**config.mk**
```make
export PLATFORM = sky130hd
export DESIGN_NAME = cache_mem_ctrl
export DESIGN_NICKNAME = d
export VERILOG_FILES = /design/src/rtl/cache_mem_pkg.sv /design/src/rtl/cache_mem_ctrl_sat_counter.sv /design/src/rtl/cache_mem_ctrl.sv
export SDC_FILE = /design/constraint.sdc
export NUM_CORES = 1
export LEC_CHECK = 0
export ABC_AREA = 0
export CAP_MARGIN = 20
export CORE_MARGIN = 3
export CORE_UTILIZATION = 43
export DETAILED_ROUTE_END_ITERATION = 10
export PLACE_DENSITY = 0.82
export SLEW_MARGIN = 20
export SYNTH_ARGS = -nofsm -noshare
export SYNTH_HDL_FRONTEND = slang
export SYNTH_SLANG_ARGS = --single-unit
export TNS_END_PERCENT = 20
```
**constraint.sdc**
```tcl
create_clock -name clk -period 1.81 [get_ports clk]
set_input_delay 0.181 -clock clk [delete_from_list [all_inputs] [get_ports clk]]
set_output_delay 0.181 -clock clk [all_outputs]
set_load 0.05 [all_outputs]
```
**src/rtl/cache_mem_pkg.sv**
```systemverilog
// Shared types and constants for the cache/RAM load-store controller.
`timescale 1ns/1ps
package cache_mem_pkg;

  typedef enum logic [2:0] {
    IDLE,
    LOOKUP,
    CHECK,
    MEM_RD,
    MEM_CAP,
    FILL,
    WR_THRU,
    RESP
  } state_t;

  // Cycles from the accepting edge to the edge where resp_valid is first seen high
  localparam int LAT_HIT  = 3;
  localparam int LAT_MISS = 6;
  localparam int LAT_WR   = 2;

endpackage

```
**src/rtl/cache_mem_ctrl_sat_counter.sv**
```systemverilog
// Saturating up-counter with enable; sticks at all-ones, cleared by async reset.
`timescale 1ns/1ps
module sat_counter #(
  parameter int WIDTH = 16
) (
  input  logic             i_clk,
  input  logic             i_rst_n,
  input  logic             i_en,
  output logic [WIDTH-1:0] o_cnt
);

  logic [WIDTH-1:0] r_cnt;

  always_ff @(posedge i_clk or negedge i_rst_n) begin
    if (!i_rst_n) begin
      r_cnt <= '0;
    end else if (i_en && (r_cnt != {WIDTH{1'b1}})) begin
      r_cnt <= r_cnt + 1'b1;
    end
  end

  assign o_cnt = r_cnt;

endmodule

```
**src/rtl/cache_mem_ctrl.sv**
```systemverilog
// Sequences CPU loads (cache lookup, RAM fill on miss) and write-through stores.
`timescale 1ns/1ps
module cache_mem_ctrl
  import cache_mem_pkg::*;
#(
  parameter int ADDR_WIDTH = 28,
  parameter int DATA_WIDTH = 32,
  parameter int CNT_WIDTH  = 16
) (
  input  logic                  clk,
  input  logic                  rst_n,
  input  logic                  req_valid,
  output logic                  req_ready,
  input  logic                  req_we,
  input  logic [ADDR_WIDTH-1:0] req_addr,
  input  logic [DATA_WIDTH-1:0] req_wdata,
  output logic                  resp_valid,
  output logic [DATA_WIDTH-1:0] resp_rdata,
  output logic [ADDR_WIDTH-1:0] c_addr,
  output logic                  c_rd,
  input  logic                  c_hit,
  input  logic [DATA_WIDTH-1:0] c_rdata,
  output logic                  c_we,
  output logic [DATA_WIDTH-1:0] c_wdata,
  output logic [ADDR_WIDTH-1:0] mem_addr,
  output logic                  mem_cs,
  output logic                  mem_we,
  output logic                  mem_oe,
  output logic [DATA_WIDTH-1:0] mem_wdata,
  input  logic [DATA_WIDTH-1:0] mem_rdata,
  output logic [CNT_WIDTH-1:0]  hit_cnt,
  output logic [CNT_WIDTH-1:0]  miss_cnt
);

  state_t                r_state;
  logic [ADDR_WIDTH-1:0] r_addr;
  logic [DATA_WIDTH-1:0] r_rdata;
  logic                  r_req_ready;
  logic                  r_resp_valid;
  logic [DATA_WIDTH-1:0] r_resp_rdata;
  logic [ADDR_WIDTH-1:0] r_c_addr;
  logic                  r_c_rd;
  logic                  r_c_we;
  logic [DATA_WIDTH-1:0] r_c_wdata;
  logic [ADDR_WIDTH-1:0] r_mem_addr;
  logic                  r_mem_cs;
  logic                  r_mem_we;
  logic                  r_mem_oe;
  logic [DATA_WIDTH-1:0] r_mem_wdata;
  logic                  w_hit_en;
  logic                  w_miss_en;

  // Each output register is loaded on the edge that enters the state it belongs to
  always_ff @(posedge clk or negedge rst_n) begin
    if (!rst_n) begin
      r_state      <= IDLE;
      r_addr       <= '0;
      r_rdata      <= '0;
      r_req_ready  <= 1'b1;
      r_resp_valid <= 1'b0;
      r_resp_rdata <= '0;
      r_c_addr     <= '0;
      r_c_rd       <= 1'b0;
      r_c_we       <= 1'b0;
      r_c_wdata    <= '0;
      r_mem_addr   <= '0;
      r_mem_cs     <= 1'b0;
      r_mem_we     <= 1'b0;
      r_mem_oe     <= 1'b1;
      r_mem_wdata  <= '0;
    end else begin
      case (r_state)
        IDLE: begin
          if (req_valid) begin
            r_addr      <= req_addr;
            r_req_ready <= 1'b0;
            r_c_addr    <= req_addr;
            if (req_we) begin
              r_state     <= WR_THRU;
              r_mem_cs    <= 1'b1;
              r_mem_we    <= 1'b1;
              r_mem_oe    <= 1'b0;
              r_mem_addr  <= req_addr;
              r_mem_wdata <= req_wdata;
              r_c_we      <= 1'b1;
              r_c_wdata   <= req_wdata;
            end else begin
              r_state <= LOOKUP;
              r_c_rd  <= 1'b1;
            end
          end
        end
        LOOKUP: begin
          r_c_rd  <= 1'b0;
          r_state <= CHECK;
        end
        CHECK: begin
          if (c_hit) begin
            r_rdata      <= c_rdata;
            r_resp_rdata <= c_rdata;
            r_resp_valid <= 1'b1;
            r_state      <= RESP;
          end else begin
            r_mem_cs   <= 1'b1;
            r_mem_we   <= 1'b0;
            r_mem_oe   <= 1'b1;
            r_mem_addr <= r_addr;
            r_state    <= MEM_RD;
          end
        end
        MEM_RD: begin
          r_state <= MEM_CAP;
        end
        MEM_CAP: begin
          r_rdata   <= mem_rdata;
          r_mem_cs  <= 1'b0;
          r_c_we    <= 1'b1;
          r_c_addr  <= r_addr;
          r_c_wdata <= mem_rdata;
          r_state   <= FILL;
        end
        FILL: begin
          r_c_we       <= 1'b0;
          r_resp_rdata <= r_rdata;
          r_resp_valid <= 1'b1;
          r_state      <= RESP;
        end
        WR_THRU: begin
          r_mem_cs     <= 1'b0;
          r_mem_we     <= 1'b0;
          r_mem_oe     <= 1'b1;
          r_c_we       <= 1'b0;
          r_resp_valid <= 1'b1;
          r_state      <= RESP;
        end
        RESP: begin
          r_resp_valid <= 1'b0;
          r_req_ready  <= 1'b1;
          r_state      <= IDLE;
        end
        default: begin
          r_state <= IDLE;
        end
      endcase
    end
  end

  // Counter enables are decoded from the current state so the count lands with the CHECK edge
  assign w_hit_en  = (r_state == CHECK) &&  c_hit;
  assign w_miss_en = (r_state == CHECK) && !c_hit;

  sat_counter #(.WIDTH(CNT_WIDTH)) u_hit_cnt (
    .i_clk   (clk),
    .i_rst_n (rst_n),
    .i_en    (w_hit_en),
    .o_cnt   (hit_cnt)
  );

  sat_counter #(.WIDTH(CNT_WIDTH)) u_miss_cnt (
    .i_clk   (clk),
    .i_rst_n (rst_n),
    .i_en    (w_miss_en),
    .o_cnt   (miss_cnt)
  );

  assign req_ready  = r_req_ready;
  assign resp_valid = r_resp_valid;
  assign resp_rdata = r_resp_rdata;
  assign c_addr     = r_c_addr;
  assign c_rd       = r_c_rd;
  assign c_we       = r_c_we;
  assign c_wdata    = r_c_wdata;
  assign mem_addr   = r_mem_addr;
  assign mem_cs     = r_mem_cs;
  assign mem_we     = r_mem_we;
  assign mem_oe     = r_mem_oe;
  assign mem_wdata  = r_mem_wdata;

endmodule

```
==> impl_metrics.yaml, run 1 <==
outcome:
  status: "finished clean"
logic_synthesis:
  async_flop_share_pct: 100
  synth_top_cell_area_share_pct: 57.5
  ys_warn_count: 0
  yosysUniqueCellTypes: 49
  syn_area_per_cell_sq_um: 11.0
  yosysSeqAreaShare_pct: 58.0
  ys_top_cells_by_area: "dfrtp_1, mux2i_1, mux2_2, nand2_1, nor2_1"
  synth_cells: 993
  synth_top_flop_cell: "dfrtp_1"
  synth_edf_count: 0
  ys_ff_latch: 254
  synthesis.nets: 1124
  synth.largest_area_cell: "dfrtp_1"
  netlist_area_sq_um: 11000
clocking:
  cts_tree: "built"
  htreeDepth: 1
  clk_pin_slew_ns: 0.06
  cts_buffers: 29
  cts_root_buf: "clkbuf_16"
  cts_sinks: 254
  clk-insertion-delay-late_ns: 0.54
  cts_buffer_depth: 3
place:
  dp_cells: 1633
  gp_congestion: 0.900
  placed_cell_area_sq_um: 15000
  io_buffers: 319
  dp_hpwl_um: 22400
route:
  drt-wirelength-per-cell_um: 18.5
  vias: 8932
  drt_wl_total_um: 31300
  vias_per_cell: 5.28
  drtAntennaViolNets: 0
  drt_iter0_markers: 630
  drc: 0
  drtPass1Iterations: 5
setup_path:
  path_class: "reg2reg"
  reg2reg_slack_ns: 0.03
  critPathRequiredTime_ns: 2.27
  endpoint_kind: "flip-flop"
  cp_max_fo: 7
  r2r_cells: 4
  crit_start: "r_state[2]$_DFFE_PN0N_"
  r2r_end: "u_miss_cnt.o_cnt[10]$_DFFE_PN0P_"
  reg2reg_from: "r_state[2]$_DFFE_PN0N_"
  cp-endpoint: "u_miss_cnt.o_cnt[10]$_DFFE_PN0P_"
  arrival_ns: 2.24
  critPathLaunchType: "flip-flop"
power_and_ir_drop:
  power.internal_mw: 16.5
  clock_power_share_pct: 17.9
  p_comb_share_pct: 50.6
  vdd_drop_max_uv: 1170
  switching_power_mw: 14.6
  seqPwrFrac_pct: 31.5
  total_leakage_power_nw: 7.48
  powerDensity_nw_per_um2: 1970
  swShare_pct: 46.9
sta:
  final-hold-violation-count: 0
  period_minus_slack_ns: 1.78
  period_share_pct: 98.1
  worstMarginPinSlew_ns: 0.570
  drv_slew: 0
  maxSlewHeadroom_pct: 62.1
  fmax_ghz: 0.563
  fin_worst_hold_slack_ns: 0.177
  rsz0062_at_grt: "yes"
  finalSetupViolCount: 0
  finClkSkew_ns: 0.00666
cells_and_area:
  fin_cells: 1691
  nNetsFinal: 1478
  syn2layout_area_growth_pct: 43.8
  fin_area_sq_um: 15800
  drive_gt1_share_pct: 16.3
  antenna_cells: 0
  fillers: 2016
global_routing:
  grt_overflow: 0
  grt.total_usage_pct: 21.9
  grt_max_degree: 66
  grt_pass1_vias: 9341
  antenna_found_initial: 0
  grt_pass1_wl_um: 49900
run:
  maxCapViolCount: 0
floorplanning:
  row_count: 57
  dieArea_sq_um: 27400
  start_util_pct: 44.4
  dieWidth_um: 166
  die_h_um: 166
  fp.coreArea_sq_um: 24700
  ios: 320
hold_path:
  hold_path.class: "in2async"
==> power groups by stage <==
stage               sequential, mW  clock (mW)  combinational (mW)
CTS                           9.77        5.67                15.7
finish                        9.78        5.54                15.7
detailed placement            9.89           0                16.8
global route                  10.1        5.94                16.7
global placement              9.74           0                16.4
floorplan                     15.8           0                4.57
==> worst max-delay path, cell delays in order, from the launching register on <==
cell      delay (ns)
dfrtp_2         0.47
or4b_4          0.59
o21bai_2        0.26
nor3_1          0.22
xor2_1          0.16
==> per-layer routing <==
layer | GRT usage [%] | part of all wire [%] | vias up
met5 | 0 | 0 | -
met3 | 5.65 | 6.7 | 77
met2 | 38.1 | 50 | 275
met1 | 26.7 | 40 | 4393
met4 | 7.59 | 3.6 | 0
li1 | - | - | 4187
==> layout make-up <==
| cell class | count | area (sq um) | area share, % |
|---|---|---|---|
| Sequential cell | 254 | 6370 | 40.4 |
| Multi-Input combinational cell | 672 | 4420 | 28.0 |
| Clock inverter | 8 | 72.6 | 0.460 |
| Inverter | 5 | 18.8 | 0.119 |
| Tap cell | 324 | 405 | 2.57 |
| Timing Repair Buffer | 385 | 3650 | 23.2 |
| Clock buffer | 43 | 828 | 5.25 |
==> kinds of logic (layout without fill, tap and decap cells) <==
kind of cell / Yosys count / in the layout / share of synthesized area, %
compound gates: 181 / 181 / 9.66
xor+xnor: 30 / 30 / 2.40
fa+ha+maj: 2 / 2 / 0.228
buf+inv: 67 / 441 / 2.68
flops: 254 / 254 / 58.0
mux: 153 / 153 / 14.7
simple gates: 306 / 306 / 12.4
==> cell usage in the layout (no fill, tap or decap), types with 6 or more instances in the layout <==
cell type        count
a22oi_1             28
dfrtp_1            243
nand4_1             11
clkbuf_1             9
buf_4               62
o21ai_0             71
buf_12              15
dlygate4sd2_1      176
nor3_1               8
a21oi_1             38
dfrtp_2              9
nor2_1             103
nand2_1            143
mux2_2              62
clkdlybuf4s50_1    127
mux2i_1             89
xor2_1              26
o22ai_1             31
nand3_1              6
clkbuf_16           30
==> metrics by stage <==
stage	total power [mW]	TNS [ns]	util (%)	setup WS, ns
6_report	31.0	0	63.9	0.0341
5_1_grt	32.8	-0.215	63.9	-0.0289
4_1_cts	31.2	0	63.4	0.00140
3_5_place_dp	26.7	-1.29	60.6	-0.127
3_3_place_gp	26.2	-0.437	60.6	-0.0872
2_1_floorplan	20.3	-1.27	-	-0.128
==> how the worst min path moves through the flow <==
stage | start | end | slack [ns]
after floorplan | rst_n | c_addr[0]$_DFFE_PN0P_ | -0.11
after global placement | rst_n | mem_addr[11]$_DFFE_PN0P_ | 0.16
after detailed placement | rst_n | mem_addr[11]$_DFFE_PN0P_ | 0.16
after CTS | rst_n | mem_addr[11]$_DFFE_PN0P_ | 0.17
after global routing | rst_n | mem_addr[11]$_DFFE_PN0P_ | 0.21
final | rst_n | mem_addr[11]$_DFFE_PN0P_ | 0.18
==> cells in the mapped netlist (2+ instances only) <==
library cell / instances
dfrtp_1: 252
nand2_1: 143
nor2_1: 104
mux2i_1: 91
o21ai_0: 71
mux2_2: 62
a21oi_1: 38
clkbuf_1: 32
o22ai_1: 31
a22oi_1: 28
xor2_1: 26
buf_2: 22
nand4_1: 11
nor3_1: 10
nand3_1: 6
buf_1: 5
inv_1: 5
and3_1: 4
nor4_2: 4
xnor2_1: 4
and2_1: 3
nor3b_1: 3
nor4_1: 3
nor4b_1: 3
a31oi_1: 2
buf_4: 2
dfstp_2: 2
ha_1: 2
nand3b_1: 2
nor2b_1: 2
nor4b_2: 2
==> flip-flops by register name, indices dropped and copies added, names as in the netlist, 3 cells and up <==
signal	flops
c_wdata	32
mem_wdata	32
mem_addr	28
r_state	3
r_addr	28
resp_rdata	32
u_hit_cnt.o_cnt	16
r_rdata	32
c_addr	28
u_miss_cnt.o_cnt	16
==> timing repair <==
item                                   CTS  global route
setup endpoints to repair              179            55
endpoints found under the hold margin   83             0
gates resized for setup                181            10
pin swaps                                0             5
hold buffers                             1             0
cloned                                   0             1
setup buffers                            0             5
Power figures use the tool's default switching activity.
==> run 2: changes to the inputs <==
- REMOVE_ABC_BUFFERS: not set -> 1
==> run 2 against run 1 <==
The run now ends with negative setup slack left. Critical path type unchanged. Hold slack gained 0.012 ns. Worst setup slack lost 0.073 ns. Utilization is 0.75 points higher. Critical endpoint is now u_hit_cnt.o_cnt[6]$_DFFE_PN0P_. Clock-buffer cell count is 5 lower. Sequential share of layout area is 0.53 points lower. Largest power group unchanged. Critical path depth is 2 higher. Sequential power is essentially flat. Via count is 3.1% higher. Maximum frequency decreased by 4.0%. Highest routed layer is now met5. Non-clock buffer count rose by 14. Clock skew up 0.0083 ns.
==> impl_metrics.yaml, run 2 (synthesized netlist as in run 1, its figures left out) <==
power_and_ir_drop:
  powerDensity_nw_per_um2: 1980
  totalPowerFinal_mw: 31.5
  total_leakage_power_nw: 7.59
  vdd_drop_max_uv: 1240
route:
  drtAntennaViolNets: 0
  drc: 0
  vias: 9207
  vias_per_cell: 5.42
  drt_wl_total_um: 33400
  drt-wirelength-per-cell_um: 19.6
  drtPass1Iterations: 5
  drt_iter0_markers: 636
setup_path:
  cp_slowest_cell: "dfrtp_1"
  critPathRequiredTime_ns: 2.26
  crit_family: "simple AND/OR/NAND/NOR gates"
  slowest_delay_ns: 0.41
  critical_path_buf_inv_count: 2
  cpMostUsedCell: "buf_4"
  cp_max_fo: 7
  path_class: "reg2reg"
  critPathLaunchType: "flip-flop"
  crit_chain: "buf_4, and4bb_2, buf_4, nand2_1, a211oi_1, xor2_1"
  arrival_ns: 2.30
  endpoint_kind: "flip-flop"
global_routing:
  grt_pass1_wl_um: 52000
  grt_max_degree: 67
  antenna_found_initial: 2
  grt_overflow: 0
  grt_pass1_vias: 9387
  grt.total_usage_pct: 22.9
clocking:
  cts_buffer_depth: 3
  clk_pin_slew_ns: 0.06
  cts_root_buf: "clkbuf_16"
  cts_buffers: 27
  cts_tree: "built"
  cts_sinks: 254
  htreeDepth: 1
  clk-insertion-delay-late_ns: 0.53
place:
  dp_cells: 1641
  io_buffers: 319
  dp_hpwl_um: 22800
  gp_congestion: 0.881
sta:
  period_share_pct: 102
  worstMarginPinSlew_ns: 0.653
  drv_slew: 0
  fin_worst_hold_slack_ns: 0.189
  rsz0062_at_grt: "yes"
  setup_slack_ns: -0.0390
  finClkSkew_ns: 0.0150
  final-hold-violation-count: 0
  maxSlewHeadroom_pct: 56.3
  finalSetupViolCount: 2
  period_minus_slack_ns: 1.85
  fmax_ghz: 0.541
outcome:
  status: "complete, but fails checks"
  failed_checks: "negative setup slack"
cells_and_area:
  final_common_cell: "dfrtp_1"
  antenna_cells: 0
  mostFrequentLayoutCells: "dfrtp_1, dlygate4sd2_1, nand2_1"
  fillers: 1868
  drive_gt1_share_pct: 17.1
  nNetsFinal: 1490
  syn2layout_area_growth_pct: 45.5
  fin_cells: 1700
hold_path:
  hold_path.class: "in2async"
run:
  maxCapViolCount: 0
floorplanning:
  row_count: 57
  dieArea_sq_um: 27400
  die_h_um: 166
  fp.coreArea_sq_um: 24700
  ios: 320
  dieWidth_um: 166
  start_util_pct: 44.4
[run 2: layout make-up]
cell class / instances / area [sq um] / area share [%]
timing repair buffer: 399 / 3810 / 23.9
clock buffer: 38 / 797 / 5.00
sequential: 254 / 6360 / 39.9
inverter: 5 / 18.8 / 0.118
tap: 324 / 405 / 2.54
multi-input combinational: 672 / 4430 / 27.8
clock inverter: 8 / 121 / 0.761
[run 2: power by group]
group	leakage (nW)	internal (mW)	total, mW	switching (mW)
Sequential	3.10	8.23	9.81	1.58
Combinational	4.04	5.13	16.0	10.9
Clock	0.453	3.47	5.69	2.22
Total	7.59	16.8	31.5	14.7
[run 2: worst paths after layout]
| kind | to | slack, ns | cells after the start | start |
|---|---|---|---|---|
| max | u_hit_cnt.o_cnt[6]$_DFFE_PN0P_ | -0.04 | 6 | r_state[2]$_DFFE_PN0N_ |
| min | mem_addr[15]$_DFFE_PN0P_ | 0.19 | 2 | rst_n |
| max reg2reg | u_hit_cnt.o_cnt[6]$_DFFE_PN0P_ | -0.04 | 6 | r_state[2]$_DFFE_PN0N_ |
| min reg2reg | c_addr[4]$_DFFE_PN0P_ | 0.47 | 2 | c_addr[4]$_DFFE_PN0P_ |
| max in group asynchronous | resp_rdata[15]$_DFFE_PN0P_ | 0.87 | 3 | rst_n |
| min in group clk | resp_rdata[31]$_DFFE_PN0P_ | 0.24 | 3 | c_rdata[31] |
[run 2: metrics by stage]
| step | area [sq um] | worst slack [ns] | utilization [%] | TNS (ns) |
|---|---|---|---|---|
| 2_1_floorplan | 10700 | -9.87 | - | -1086.16 |
| 3_3_place_gp | 15000 | -0.0872 | 61.0 | -1.79 |
| 3_5_place_dp | 15000 | -0.116 | 61.0 | -2.56 |
| 4_1_cts | 15800 | -0.0233 | 63.9 | -0.0233 |
| 5_1_grt | 15900 | -0.126 | 64.6 | -0.955 |
| 6_report | 15900 | -0.0390 | 64.6 | -0.0656 |
[run 2: timing repair]
item | 4_1_cts | 5_1_grt
gates cloned | 0 | 3
hold buffers | 1 | 0
hold endpoints to repair | 60 | 0
endpoints found under the setup margin | 189 | 92
pin swaps | 0 | 4
buffers inserted | 0 | 9
resized for setup | 171 | 18
[run 2: metal layers]
layer | part of all wire, % | vias up | global-route usage [%]
met3 | 6.6 | 56 | 4.17
met1 | 41 | 4548 | 29.5
met2 | 51 | 393 | 40.2
met5 | 0.096 | - | 0
li1 | - | 4206 | -
met4 | 2.2 | 4 | 5.57
